`src/rtl/cfg_irq_servicer_if.sv`:
```
// Bundles the config-bus, event-FIFO and status signals of the IRQ servicer.
// master: the servicer drives cfg_* requests and the event head.
// slave: the config responder / event consumer side.
interface cfg_irq_servicer_if #(
    parameter int N      = 4,
    parameter int DATA_W = 32,
    parameter int ADDR_W = 8
);
    localparam int IDX_W = (N > 1) ? $clog2(N) : 1;

    logic              irq;
    logic [ADDR_W-1:0] cfg_addr;
    logic [DATA_W-1:0] cfg_wdata;
    logic              cfg_we;
    logic              cfg_re;
    logic [DATA_W-1:0] cfg_rdata;
    logic              evt_valid;
    logic              evt_ready;
    logic [IDX_W-1:0]  evt_idx;
    logic [1:0]        evt_state;
    logic              busy;
    logic              overflow;
    logic              ovf_clr;

    modport master (
        input  irq, cfg_rdata, evt_ready, ovf_clr,
        output cfg_addr, cfg_wdata, cfg_we, cfg_re,
               evt_valid, evt_idx, evt_state, busy, overflow
    );

    modport slave (
        output irq, cfg_rdata, evt_ready, ovf_clr,
        input  cfg_addr, cfg_wdata, cfg_we, cfg_re,
               evt_valid, evt_idx, evt_state, busy, overflow
    );
endinterface

```
`src/rtl/cfg_irq_servicer.sv`:
```
// Services a level IRQ: reads IRQ_STATUS, reads each flagged peripheral's STATE, queues {idx,state} events, W1C-clears status.
// Latency: 4 + 3*(set bits) cycles per service (3 for a spurious all-zero status); event visible the cycle after its read returns.
// Backpressure: none on the FSM; a push into a full FIFO without a same-cycle pop is dropped and sets sticky overflow.
module cfg_irq_servicer #(
    parameter int N      = 4,
    parameter int DATA_W = 32,
    parameter int ADDR_W = 8,
    parameter int DEPTH  = 4
) (
    input logic                clk,
    input logic                rst_n,
    cfg_irq_servicer_if.master bus
);
    localparam int IDX_W = (N > 1) ? $clog2(N) : 1;
    localparam int PTR_W = (DEPTH > 1) ? $clog2(DEPTH) : 1;
    localparam int CNT_W = $clog2(DEPTH + 1);
    localparam int EVT_W = IDX_W + 2;

    localparam logic [ADDR_W-1:0] STATUS_ADDR = ADDR_W'(8'hC0);
    localparam logic [ADDR_W-1:0] STATE_BASE  = ADDR_W'(8'h80);

    typedef enum logic [2:0] {
        IDLE, RD_STAT, WT_STAT, SCAN, RD_ST, WT_ST, CLEAR
    } state_t;

    state_t            state, state_nxt;
    logic [N-1:0]      status_cap, pending;
    logic [IDX_W-1:0]  cur, lowest;

    logic [EVT_W-1:0]  mem [DEPTH];
    logic [PTR_W-1:0]  wr_ptr, rd_ptr;
    logic [CNT_W-1:0]  count;
    logic              push, pop, full, accept, drop, not_empty;

    // Lowest set bit of the still-pending mask; scanning downward lets the lowest index win.
    always_comb begin
        lowest = '0;
        for (int i = N - 1; i >= 0; i--) begin
            if (pending[i]) lowest = IDX_W'(i);
        end
    end

    // State register; reset aborts any service in flight.
    always_ff @(posedge clk or negedge rst_n) begin
        if (!rst_n) state <= IDLE;
        else        state <= state_nxt;
    end

    // Next-state sequencing of the service walk.
    always_comb begin
        state_nxt = state;
        case (state)
            IDLE:    if (bus.irq) state_nxt = RD_STAT;
            RD_STAT: state_nxt = WT_STAT;
            WT_STAT: state_nxt = SCAN;
            SCAN: begin
                if (pending != '0)         state_nxt = RD_ST;
                else if (status_cap != '0) state_nxt = CLEAR;
                else                       state_nxt = IDLE;
            end
            RD_ST:   state_nxt = WT_ST;
            WT_ST:   state_nxt = SCAN;
            CLEAR:   state_nxt = IDLE;
            default: state_nxt = IDLE;
        endcase
    end

    // Moore decode of the config bus strobes from the state register.
    always_comb begin
        bus.cfg_addr  = '0;
        bus.cfg_wdata = '0;
        bus.cfg_we    = 1'b0;
        bus.cfg_re    = 1'b0;
        bus.busy      = (state != IDLE);
        case (state)
            RD_STAT: begin
                bus.cfg_re   = 1'b1;
                bus.cfg_addr = STATUS_ADDR;
            end
            RD_ST: begin
                bus.cfg_re   = 1'b1;
                bus.cfg_addr = STATE_BASE + ADDR_W'({cur, 2'b00});
            end
            CLEAR: begin
                bus.cfg_we    = 1'b1;
                bus.cfg_addr  = STATUS_ADDR;
                bus.cfg_wdata = DATA_W'(status_cap);
            end
            default: ;
        endcase
    end

    // Captured status, the work-list of bits still to service, and the bit being serviced.
    always_ff @(posedge clk or negedge rst_n) begin
        if (!rst_n) begin
            status_cap <= '0;
            pending    <= '0;
            cur        <= '0;
        end else begin
            case (state)
                WT_STAT: begin
                    status_cap <= bus.cfg_rdata[N-1:0];
                    pending    <= bus.cfg_rdata[N-1:0];
                end
                SCAN:    if (pending != '0) cur <= lowest;
                WT_ST:   pending[cur] <= 1'b0;
                default: ;
            endcase
        end
    end

    assign not_empty = (count != '0);
    assign push      = (state == WT_ST);
    assign pop       = not_empty && bus.evt_ready;
    assign full      = (count == CNT_W'(DEPTH));
    assign accept    = push && (!full || pop);
    assign drop      = push && !accept;

    // Event storage; the read data returned in WT_ST carries the peripheral's power state.
    always_ff @(posedge clk) begin
        if (accept) mem[wr_ptr] <= {cur, bus.cfg_rdata[1:0]};
    end

    // FIFO pointers and occupancy; a simultaneous push and pop leaves the count alone.
    always_ff @(posedge clk or negedge rst_n) begin
        if (!rst_n) begin
            wr_ptr <= '0;
            rd_ptr <= '0;
            count  <= '0;
        end else begin
            if (accept) wr_ptr <= (wr_ptr == PTR_W'(DEPTH - 1)) ? '0 : wr_ptr + 1'b1;
            if (pop)    rd_ptr <= (rd_ptr == PTR_W'(DEPTH - 1)) ? '0 : rd_ptr + 1'b1;
            case ({accept, pop})
                2'b10:   count <= count + 1'b1;
                2'b01:   count <= count - 1'b1;
                default: ;
            endcase
        end
    end

    // Sticky drop flag; a drop in the same cycle as a clear keeps it set.
    always_ff @(posedge clk or negedge rst_n) begin
        if (!rst_n)           bus.overflow <= 1'b0;
        else if (drop)        bus.overflow <= 1'b1;
        else if (bus.ovf_clr) bus.overflow <= 1'b0;
    end

    // Head presentation; zeroed while empty so stale storage never leaks out.
    always_comb begin
        bus.evt_valid = not_empty;
        bus.evt_idx   = not_empty ? mem[rd_ptr][EVT_W-1:2] : '0;
        bus.evt_state = not_empty ? mem[rd_ptr][1:0]       : 2'b00;
    end
endmodule

```
`src/flat_wrapper.sv`:
```
// flat-port wrapper written by rule: the top's interface ports become plain ports
module cfg_irq_servicer_flat 
#(
    parameter int N      = 4,
    parameter int DATA_W = 32,
    parameter int ADDR_W = 8,
    parameter int DEPTH  = 4
)
  (clk, rst_n, bus_irq, bus_cfg_rdata, bus_evt_ready, bus_ovf_clr, bus_cfg_addr, bus_cfg_wdata, bus_cfg_we, bus_cfg_re, bus_evt_valid, bus_evt_idx, bus_evt_state, bus_busy, bus_overflow);
  cfg_irq_servicer_if #(.N(N), .DATA_W(DATA_W), .ADDR_W(ADDR_W)) bus_i ();
  input logic clk;
  input logic rst_n;
  input wire logic [$bits(bus_i.irq)-1:0] bus_irq;
  input wire logic [$bits(bus_i.cfg_rdata)-1:0] bus_cfg_rdata;
  input wire logic [$bits(bus_i.evt_ready)-1:0] bus_evt_ready;
  input wire logic [$bits(bus_i.ovf_clr)-1:0] bus_ovf_clr;
  output wire logic [$bits(bus_i.cfg_addr)-1:0] bus_cfg_addr;
  output wire logic [$bits(bus_i.cfg_wdata)-1:0] bus_cfg_wdata;
  output wire logic [$bits(bus_i.cfg_we)-1:0] bus_cfg_we;
  output wire logic [$bits(bus_i.cfg_re)-1:0] bus_cfg_re;
  output wire logic [$bits(bus_i.evt_valid)-1:0] bus_evt_valid;
  output wire logic [$bits(bus_i.evt_idx)-1:0] bus_evt_idx;
  output wire logic [$bits(bus_i.evt_state)-1:0] bus_evt_state;
  output wire logic [$bits(bus_i.busy)-1:0] bus_busy;
  output wire logic [$bits(bus_i.overflow)-1:0] bus_overflow;
  assign bus_i.irq = bus_irq;
  assign bus_i.cfg_rdata = bus_cfg_rdata;
  assign bus_i.evt_ready = bus_evt_ready;
  assign bus_i.ovf_clr = bus_ovf_clr;
  assign bus_cfg_addr = bus_i.cfg_addr;
  assign bus_cfg_wdata = bus_i.cfg_wdata;
  assign bus_cfg_we = bus_i.cfg_we;
  assign bus_cfg_re = bus_i.cfg_re;
  assign bus_evt_valid = bus_i.evt_valid;
  assign bus_evt_idx = bus_i.evt_idx;
  assign bus_evt_state = bus_i.evt_state;
  assign bus_busy = bus_i.busy;
  assign bus_overflow = bus_i.overflow;
  cfg_irq_servicer #(.N(N), .DATA_W(DATA_W), .ADDR_W(ADDR_W), .DEPTH(DEPTH)) u_core (.clk(clk), .rst_n(rst_n), .bus(bus_i));
endmodule
```
`config.mk`:
```
export PLATFORM = sky130hd
export DESIGN_NAME = cfg_irq_servicer_flat
export DESIGN_NICKNAME = d
export VERILOG_FILES = /design/src/rtl/cfg_irq_servicer_if.sv /design/src/rtl/cfg_irq_servicer.sv /design/src/flat_wrapper.sv
export SDC_FILE = /design/constraint.sdc
export NUM_CORES = 1
export LEC_CHECK = 0
export ABC_AREA = 0
export BUFFER_PORTS_ARGS = -buffer_cell sky130_fd_sc_hd__buf_2
export CORE_MARGIN = 5
export CORE_UTILIZATION = 25
export CTS_CLUSTER_SIZE = 10
export DETAILED_ROUTE_END_ITERATION = 8
export SYNTH_ARGS = -nofsm -noshare
export SYNTH_HDL_FRONTEND = slang
export SYNTH_SLANG_ARGS = --single-unit
```
`constraint.sdc`:
```
create_clock -name clk -period 1.9 [get_ports clk]
set_input_delay 0.19 -clock clk [delete_from_list [all_inputs] [get_ports clk]]
set_output_delay 0.19 -clock clk [all_outputs]
set_load 0.02 [all_outputs]
```
# Yosys cells after proc, flatten, opt, wreduce, memory -nomap -nowiden
# Memory sizes are Yosys's and may differ from the RTL's.
# Cells that the tools add are included.
[op_classes]
magnitude_cmp = 2
mux = 24
n_reduce_logical = 19
bitwise = 2
n_addsub = 5
eq_ne = 12
[op_table]
columns = ["op", "n"]
rows = [
  ["$mux 2", 8],
  ["$pmux 8 s2", 1],
  ["$pmux 3 s5", 1],
  ["$eq 3x3->1 const B", 4],
  ["$mux 3", 3],
  ["$add 8x4->8 const A", 1],
  ["$pmux 4 s2", 1],
  ["$reduce_bool 4->1", 2],
  ["$mux 1", 7],
  ["$eq 2x2->1 const B", 3],
  ["$eq 3x2->1 const B", 2],
  ["$pmux 3 s2", 1],
  ["$reduce_bool 2->1", 3],
  ["$reduce_bool 3->1", 2],
  ["$reduce_or 2->1", 3],
  ["$add 2x1->2 const B", 2],
  ["$and 4x4->4", 1],
  ["$logic_and 1x1->1", 4],
  ["$mux 4", 1],
  ["$not 4->4", 1],
  ["$add 3x1->3 const B", 1],
  ["$eq 3x1->1 const B", 1],
  ["$logic_not 3->1", 1],
  ["$lt 2x3->1 const B", 1],
  ["8 further kinds", 9],
]
[word_totals]
ramBits = 16
n_memories = 1
output_inout_bits = 49
inputBits = 37
wordCells = 73
regBits = 21
[memory_table]
columns = ["name", "words", "word_bits", "rd", "rd_ports_with_merged_regs", "wr", "line_no", "rtl"]
rows = [
  ["u_core.mem", 4, 4, 1, 0, 1, "cfg_irq_servicer.sv:30", "logic [EVT_W-1:0] mem [DEPTH];"],
]

# Longest topological paths before layout
# Gate-level depths: netlist of run 1.
[logic_depth]
depth_word = 7
depth_mapped = 8
depth_no_buf = 6

# Worst setup path after synthesis of run 1
# OpenSTA, ideal clock, no wires.
[synth_timing]
path_kind = "reg2reg"
startpoint = "reg u_core.state[2]"
endpoint = "reg u_core.count[2]"
synth_period_minus_slack_ps = 2057
required_ps = 1767
setup_slack_ps = -157
t_arrival_ps = 1924
path_buffers = 2
setup_ps = 133
stages_incl_launch_ff = 9
cell_sequence = "dfrtp_1 buf_2 nand3b_4 buf_4 nand3_1 fa_1 or3_1 a31oi_1 o211ai_1"
[synth_via]
elab_chain_cells = 4
word_cells_on_any_way = 6
classes_between = "eq/ne: 3; mux: 1; reduce/logical: 2"
[synth_rtl]
columns = ["item", "line_no", "rtl"]
rows = [
  ["from (decl)", "cfg_irq_servicer.sv:26", "state_t state, state_nxt;"],
  ["from (signal assigned)", "cfg_irq_servicer.sv:46", "else state <= state_nxt;"],
  ["$eq 3x3->1 *", "cfg_irq_servicer.sv:113", "assign push = (state == WT_ST);"],
  ["$logic_and 1x1->1 *", "cfg_irq_servicer.sv:116", "assign accept = push && (!full || pop);"],
  ["$eq 2x1->1 / $eq 2x2->1 (equally long branches)", "cfg_irq_servicer.sv:133", "case ({accept, pop})"],
  ["$pmux 3 s2 / $reduce_bool 2->1 (equally long branches)", "-", ""],
  ["to (signal assigned)", "cfg_irq_servicer.sv:134", "2'b10: count <= count + 1'b1;"],
  ["to (signal assigned)", "cfg_irq_servicer.sv:135", "2'b01: count <= count - 1'b1;"],
  ["to (decl)", "cfg_irq_servicer.sv:32", "logic [CNT_W-1:0] count;"],
]
# Mark *: on every way between the ends. The rest lies on a longest branch, timed or not.
# A chain may end at the register's enable or synchronous reset.

# Worst setup path after layout of run 1
[layout_timing]
startpoint = "reg u_core.count[1]"
endpoint = "reg u_core.count[2]"
[layout_via]
elab_chain_cells = 6
word_cells_on_any_way = 12
classes_between = "add/sub: 2; eq/ne: 3; mux: 1; reduce/logical: 6"
[layout_rtl]
columns = ["item", "line_no"]
rows = [
  ["$eq 3x3->1 / $reduce_bool 3->1 (equally long branches)", "cfg_irq_servicer.sv:115, cfg_irq_servicer.sv:112"],
  ["$logic_not 1->1 / $logic_and 1x1->1 (equally long branches)", "cfg_irq_servicer.sv:116, cfg_irq_servicer.sv:114"],
  ["$logic_or 1x1->1", "cfg_irq_servicer.sv:116"],
  ["$logic_and 1x1->1", "cfg_irq_servicer.sv:116"],
  ["$eq 2x1->1 / $eq 2x2->1 (equally long branches)", "cfg_irq_servicer.sv:133"],
  ["$pmux 3 s2 / $reduce_bool 2->1 (equally long branches)", "-"],
]
# Parallel ways exist; a longest one is shown, timed or not.

==> metrics.md, run 1 <==
| Metric | Value |
|---|---|
| Wire per inst | 11.7 um |
| Hold Path Class | in -> reg |
| Critical path class | reg -> reg |
| Least-Margin Pin Slew | 518 ps |
| Fin Clk Skew | 12.7 ps |
| Final core occ | 29.2% |
| Finished Cell Area | 2390 um2 |
| Critical Path RT | 2080 ps |
| IO Pins | 86 |
| Global route overflow | 0 |
| Commonest non-fill, non-tap cell in the layout | conb_1 |
| Outcome | complete, no violations |
| Largest net degree at the start of global routing | 22 |
| Slew headroom | 65.4% |
| FF+latch count, synth | 37 |
| Ys Warns | 0 |
| Routed met3 length | 267 um |
| RSZ-0062 raised after global routing | no |
| Final worst path period need | 1800 ps |
| Pwr dens | 1560 nW/um2 |
| Worst VDD drop | 0.000473 V |
| Global-route wire length before repair | 6.33 mm |
| Post-route ant nets | 0 |
| Fin Setup TNS | 0 ps |
| Cells after Synth | 190 |
| Final WL | 3.85 mm |
| Clk Latency, worst-skew pair | 290 ps |
| Final setup violation count | 0 |
| 1st-pass router iterations | 4 |
| Final Max Slew Viols | 0 |
| Maximum capacitance violations | 0 |
| Initial antenna violation count | 0 |
| CTS sink count | 37 |
| Place WS | 104 ps |
| Share of post-route cells with drive strength above 1 | 25.8% |
| DRC violations left | 0 |
| Maximum fanout along the worst path | 4 |
| Initial drt markers | 55 |
| Syn Area/Cell | 11.0 um2 |
| Port Buffers | 25 |
| DIE WIDTH | 101 um |
| Sequential fraction of the synthesis area | 48.3% |
| Diodes inserted | 0 |
| Max clock buf depth | 2 |
| Placed Instance Area | 2250 um2 |
| Initial core utilization | 25.5% |
| Fmax | 0.555 GHz |
| GPL Wtd Cong | 0.683 |
| Vias in the first global route | 1,321 |
| Uppermost layer routed | met4 |
| Endpoints failing hold | 0 |
| M1 WL | 1.66 mm |
| Critical Path AT | 1980 ps |
| Core ar. | 8180 um2 |
| Post-DP HPWL | 2.95 mm |
| Commonest cells after routing, fill and taps aside | conb_1, buf_2, dfrtp_1, edfxtp_1, nor2_1 |
| Fillers | 853 |
| TritonCTS Buffers | 5 |
| Rows | 33 |
| Clock Pin Slew Worst Setup and Hold Paths | 80 ps |
| Worst Setup End Kind | flip-flop |
| Leak Pwr | 1.08 nW |
| Setup ws final | 97.1 ps |
| Final period util | 94.9% |
| CTS tree | built |
| GR Util All Layers | 7.85% |
| Wire length on met2 | 1.86 mm |
| Final #Nets | 267 |
| H-tree depth | 2 |
| Crit start category | flip-flop |
| Library cells used by synthesis | 38 |
| Die Footprint | 10,300 um2 |
| Vias | 1,362 |
| Via density | 4.13 |
| Area growth from synthesis to layout | 14.7% |
| Die span in y | 101 um |
| Root Buffer Master | clkbuf_8 |
| Synthesized area | 2080 um2 |
## final timing paths
check	start	end	slack [ps]	depth (start not counted)
setup / recovery	u_core.count[1]$_DFFE_PN0P_	u_core.count[2]$_DFFE_PN0P_	100	6
hold / removal	bus_ovf_clr	u_core.bus.overflow$_DFFE_PN0P_	90	2
setup reg to reg	u_core.count[1]$_DFFE_PN0P_	u_core.count[2]$_DFFE_PN0P_	100	6
hold reg to reg	u_core.status_cap[2]$_DFFE_PN0N_	u_core.status_cap[2]$_DFFE_PN0N_	530	1
max in group asynchronous	rst_n	u_core.rd_ptr[0]$_DFFE_PN0P_	1120	2
min in group asynchronous	rst_n	u_core.count[2]$_DFFE_PN0P_	400	2
## stage by stage
stage / hold slack (ps) / instances / power, W
after global routing: 95.5 / 330 / 0.00405
after detailed placement: 193 / 321 / 0.00302
final: 92.5 / 330 / 0.00374
after CTS: 80.6 / 330 / 0.00379
after global placement: 189 / 321 / 0.00298
after floorplan: -106 / 221 / 0.00260
## registers in the layout (all words and copies together) (netlist names)
signal / count
u_core.pending: 4
u_core.status_cap: 4
u_core.count: 3
u_core.state: 3
u_core.wr_ptr: 2
u_core.bus.overflow: 1
u_core.rd_ptr: 2
u_core.mem: 16
u_core.cur: 2
## report_power, final
group          total [W]  internal (W)  leakage, nW  switching, W
clock           0.000749      0.000468       0.0663      0.000281
combinational    0.00164      0.000743        0.613      0.000893
sequential       0.00135       0.00110        0.401      0.000258
## cell type report
class	count	area, um2	area share, %
repair buffers	35	203	8.48
multi-input cells	137	891	37.3
inverters	8	30.0	1.26
well taps	105	131	5.49
flip-flops and latches	37	1010	42.1
clock inverters	2	35.0	1.47
clock buffers	6	93.8	3.92
## cell usage after synthesis, drive strengths merged
cell type | instances | area, um2
a31oi | 2 | 12.5
dfrtp | 21 | 526
a21oi | 6 | 30.0
nand3 | 3 | 15.0
nor4 | 2 | 12.5
xnor2 | 2 | 17.5
nand3b | 1 | 20.0
nor2 | 15 | 58.8
o21ai | 6 | 30.0
conb | 1 | 3.75
inv | 8 | 30.0
or4 | 1 | 7.51
and2 | 12 | 75.1
nor2b | 3 | 18.8
buf | 38 | 279
edfxtp | 16 | 480
a21o | 2 | 15.0
o221ai | 2 | 17.5
nand2 | 11 | 41.3
clkbuf | 1 | 3.75
a21boi | 1 | 7.51
nand2b | 3 | 26.3
fa | 1 | 20.0
o211ai | 1 | 7.51
and3 | 3 | 18.8
mux2 | 5 | 56.3
a22o | 4 | 35.0
ha | 5 | 62.6
or2 | 1 | 6.26
or3 | 3 | 18.8
mux4 | 4 | 90.1
o22ai | 3 | 18.8
nor3 | 1 | 5.00
o22a | 2 | 17.5
## repair_timing
action,CTS,global route
hold buffers,1,0
gates resized for setup,1,1
endpoints found under the setup margin,3,2
buffers inserted,0,0
endpoints found under the hold margin,21,0
## worst max-delay path, cell delays in order (launching register included)
cell      delay, ps
dfrtp_1         390
or3_1           170
nand3_2          90
fa_2            350
or3_1           390
a31oi_1         180
o211ai_1        110
## routing by layer
metal	up-vias	global-route usage, %
li1	665	-
met5	-	0
met2	46	12.6
met3	5	2.82
met4	0	3.07
met1	646	9.62
## kinds of logic (layout without fill, tap and decap cells)
kind of cell	after synthesis	in the layout	share of synthesized area, %
other	1	32	0.180
flip-flops	37	37	48.3
XOR/XNOR	2	2	0.840
multiplexers	9	9	7.02
AND/OR/NAND/NOR	59	59	15.5
adder cells (fa/ha/maj)	6	6	3.96
AO/OA/AOI/OAI	29	29	9.18
buffers and inverters	47	51	15.0
Note: power is estimated with default switching activity, not from simulation.
==> inputs of run 2 (changes only) <==
ABC_AREA = 1   (was 0)
REMOVE_ABC_BUFFERS = 1   (was default)
==> metrics.md, run 2 <==
| Metric | Value |
|---|---|
| Outcome | complete, no violations |
| Final WL | 3.76 mm (-2.4%) |
| Clk pwr share | 15.6% (-4.4 points) |
| Largest register by flop count | u_core.mem |
| Rows | 33 (unchanged) |
| Global-route wire length before repair | 6.26 mm (-1.2%) |
| Commonest cells after routing, fill and taps aside | nor2_1, conb_1, inv_1, nand2_1, buf_2 |
| Worst VDD drop | 0.000729 V (+54%) |
| Switching Power | 0.00156 W (+9.1%) |
| Post-DP HPWL | 2.99 mm (+1.1%) |
| Top cells by area, synth | dfrtp_1, edfxtp_1, buf_4, nor2_1, inv_1 |
| Largest regs | u_core.mem (16), u_core.pending (4), u_core.status_cap (4) |
| Share of post-route cells with drive strength above 1 | 19.1% (-6.7 points) |
| GPL Wtd Cong | 0.774 (+13%) |
| Final period util | 91.5% (-3.4 points) |
| Clk Latency, worst-skew pair | 290 ps (about the same) |
| Core ar. | 8130 um2 (-0.51%) |
| Largest net degree at the start of global routing | 22 (unchanged) |
| Critical path class | reg -> reg |
| Async SR Flop Fraction | 56.8% (unchanged) |
| Synthesized area | 2070 um2 (-0.60%) |
| Global route overflow | 0 (unchanged) |
| Port Buffers | 25 (unchanged) |
| H-tree depth | 2 (unchanged) |
| Reg2Reg Depth | 9 (+3) |
| Worst Hold Path Cells | 2 (unchanged) |
| CTS sink count | 37 (unchanged) |
| Synth top area share | 25.4% (+0.15 points) |
| Fmax | 0.575 GHz (+3.7%) |
| Initial core utilization | 25.5% (about the same) |
| Cells after Synth | 230 (+21%) |
| Area growth from synthesis to layout | 11.0% |
| Critical Path AT | 1970 ps (about the same) |
| Final #Nets | 304 (+14%) |
| Maximum capacitance violations | 0 (unchanged) |
| Cell internal pwr | 0.00195 W (-16%) |
| Initial drt markers | 43 (-22%) |
| DRC violations left | 0 (unchanged) |
| Commonest non-fill, non-tap cell in the layout | nor2_1 |
| Die span in y | 101 um (-0.27%) |
| RSZ-0062 raised after global routing | no |
| Pwr dens | 1530 nW/um2 (-2.4%) |
| Yosys top cell by area | dfrtp_1 |
| TritonCTS Buffers | 5 (unchanged) |
| Post-route ant nets | 0 (unchanged) |
| Endpoints failing hold | 0 (unchanged) |
| Worst Setup End Kind | flip-flop |
| Die Footprint | 10,200 um2 (-0.53%) |
| Largest register FFs | 16 (unchanged) |
| Hold Path Class | in -> reg |
| Library cells used by synthesis | 29 (-24%) |
| Final setup violation count | 0 (unchanged) |
| Fin Setup TNS | 0 ps (unchanged) |
| Fin Clk Skew | 5.93 ps (-6.75 ps) |
| Final Power | 0.00351 W (-6.1%) |
| Final worst path period need | 1740 ps (-64.6 ps) |
| Ys Warns | 0 (unchanged) |
| Sequential fraction of the synthesis area | 48.6% (+0.29 points) |
| Leak Pwr | 1.12 nW (+3.6%) |
| DIE WIDTH | 101 um (-0.27%) |
| Vias | 1,445 (+6.1%) |
| Root Buffer Master | clkbuf_8 |
| Synth cell count leaders | nor2_1, buf_4, inv_1 |
| Maximum fanout along the worst path | 8 (+4) |
| Most numerous cell in the Yosys netlist | nor2_1 |
| FF+latch count, synth | 37 (unchanged) |
| Comb pwr share | 47.3% (+3.5 points) |
| Final Max Slew Viols | 0 (unchanged) |
| Crit start category | flip-flop |
| 1st-pass router iterations | 4 (unchanged) |
| EDFF count, synth | 16 (unchanged) |
| GR Util All Layers | 7.79% (-0.062 points) |
| Syn Area/Cell | 9.01 um2 (-18%) |
| Vias in the first global route | 1,349 (+2.1%) |
| Net Sw Frac | 44.5% (+6.2 points) |
| Initial antenna violation count | 0 (unchanged) |
| Max clock buf depth | 2 (unchanged) |
| Diodes inserted | 0 (unchanged) |
| Most used DFF post-synth | dfrtp_1 |
| Power share of the sequential group | 37.2% (+1.0 points) |
| Postcts setup bufs | 0 (unchanged) |
| Wire per inst | 10.2 um (-12%) |
| Critical Path RT | 2130 ps (+50 ps) |
| IO Pins | 86 (unchanged) |
| CTS tree | built |
| Via density | 3.94 (-4.6%) |
| Clock Pin Slew Worst Setup and Hold Paths | 70 ps (about the same) |
==> run 2: routing by layer <==
metal	track usage, %	up-vias	part of all wire, %	routed length [um]
met3	2.63	6	7.7	289
met2	13.1	55	47	1760
met1	9.07	655	44	1660
met5	0	-	0	0
met4	3.07	0	1.2	44
li1	-	729	-	-
==> run 2: per-stage QoR <==
stage                     area (um2)  setup WS (ps)  instances  hold slack (ps)  utilization, %
after detailed placement        2200            170        358              197            27.0
after floorplan                 1940            282        228             -106               -
after CTS                       2300            152        367             91.9            28.3
after global placement          2200            198        358              195            27.0
final                           2300            162        367             96.7            28.3
after global routing            2300           22.7        367              102            28.3
==> run 2: layout make-up <==
cell class / count / area, um2
tap: 105 / 131
sequential: 37 / 1010
inverter: 34 / 133
clock buffer: 8 / 90.1
multi-input combinational: 157 / 805
timing repair buffer: 26 / 135
fill: 871 / 5830
==> run 2: logic make-up after synthesis <==
| logic type | synth area share (%) |
|---|---|
| other cells | 0.181 |
| flops | 48.6 |
| xor+xnor | 0.785 |
| fa+ha+maj | 3.99 |
| simple gates | 19.6 |
| buf+inv | 18.2 |
| compound gates | 8.64 |
==> run 2: final timing paths <==
path	to	slack, ps	from
worst max-delay path	u_core.count[2]$_DFFE_PN0P_	160	u_core.state[1]$_DFFE_PN0P_
worst min-delay path	u_core.bus.overflow$_DFFE_PN0P_	100	bus_ovf_clr
worst max register to register	u_core.count[2]$_DFFE_PN0P_	160	u_core.state[1]$_DFFE_PN0P_
worst min register to register	u_core.pending[2]$_DFFE_PN0P_	520	u_core.pending[2]$_DFFE_PN0P_
max in group asynchronous	u_core.wr_ptr[0]$_DFFE_PN0P_	1150	rst_n
min in group asynchronous	u_core.rd_ptr[1]$_DFFE_PN0P_	410	rst_n
==> run 2: power by group through the flow <==
| stage | clock (W) | combinational [W] | sequential, W |
|---|---|---|---|
| global placement | 0 | 0.00164 | 0.00131 |
| detailed placement | 0 | 0.00168 | 0.00132 |
| CTS | 0.000566 | 0.00169 | 0.00131 |
| floorplan | 0 | 0.00128 | 0.00127 |
| global route | 0.000593 | 0.00190 | 0.00135 |
| finish | 0.000546 | 0.00166 | 0.00131 |
==> run 2: timing repair <==
action,4_1_cts,5_1_grt
gates resized for setup,0,0
hold buffers,1,0
hold endpoints to repair,21,0
==> run 2: critical path: stages (launching register included) <==
cell and delay, ps:
dfrtp_1 400, inv_2 90, nand3_2 170, nand3_2 170, fa_1 490, inv_1 90
nand4_1 100, nand3_1 80, nand2_1 60, inv_1 50
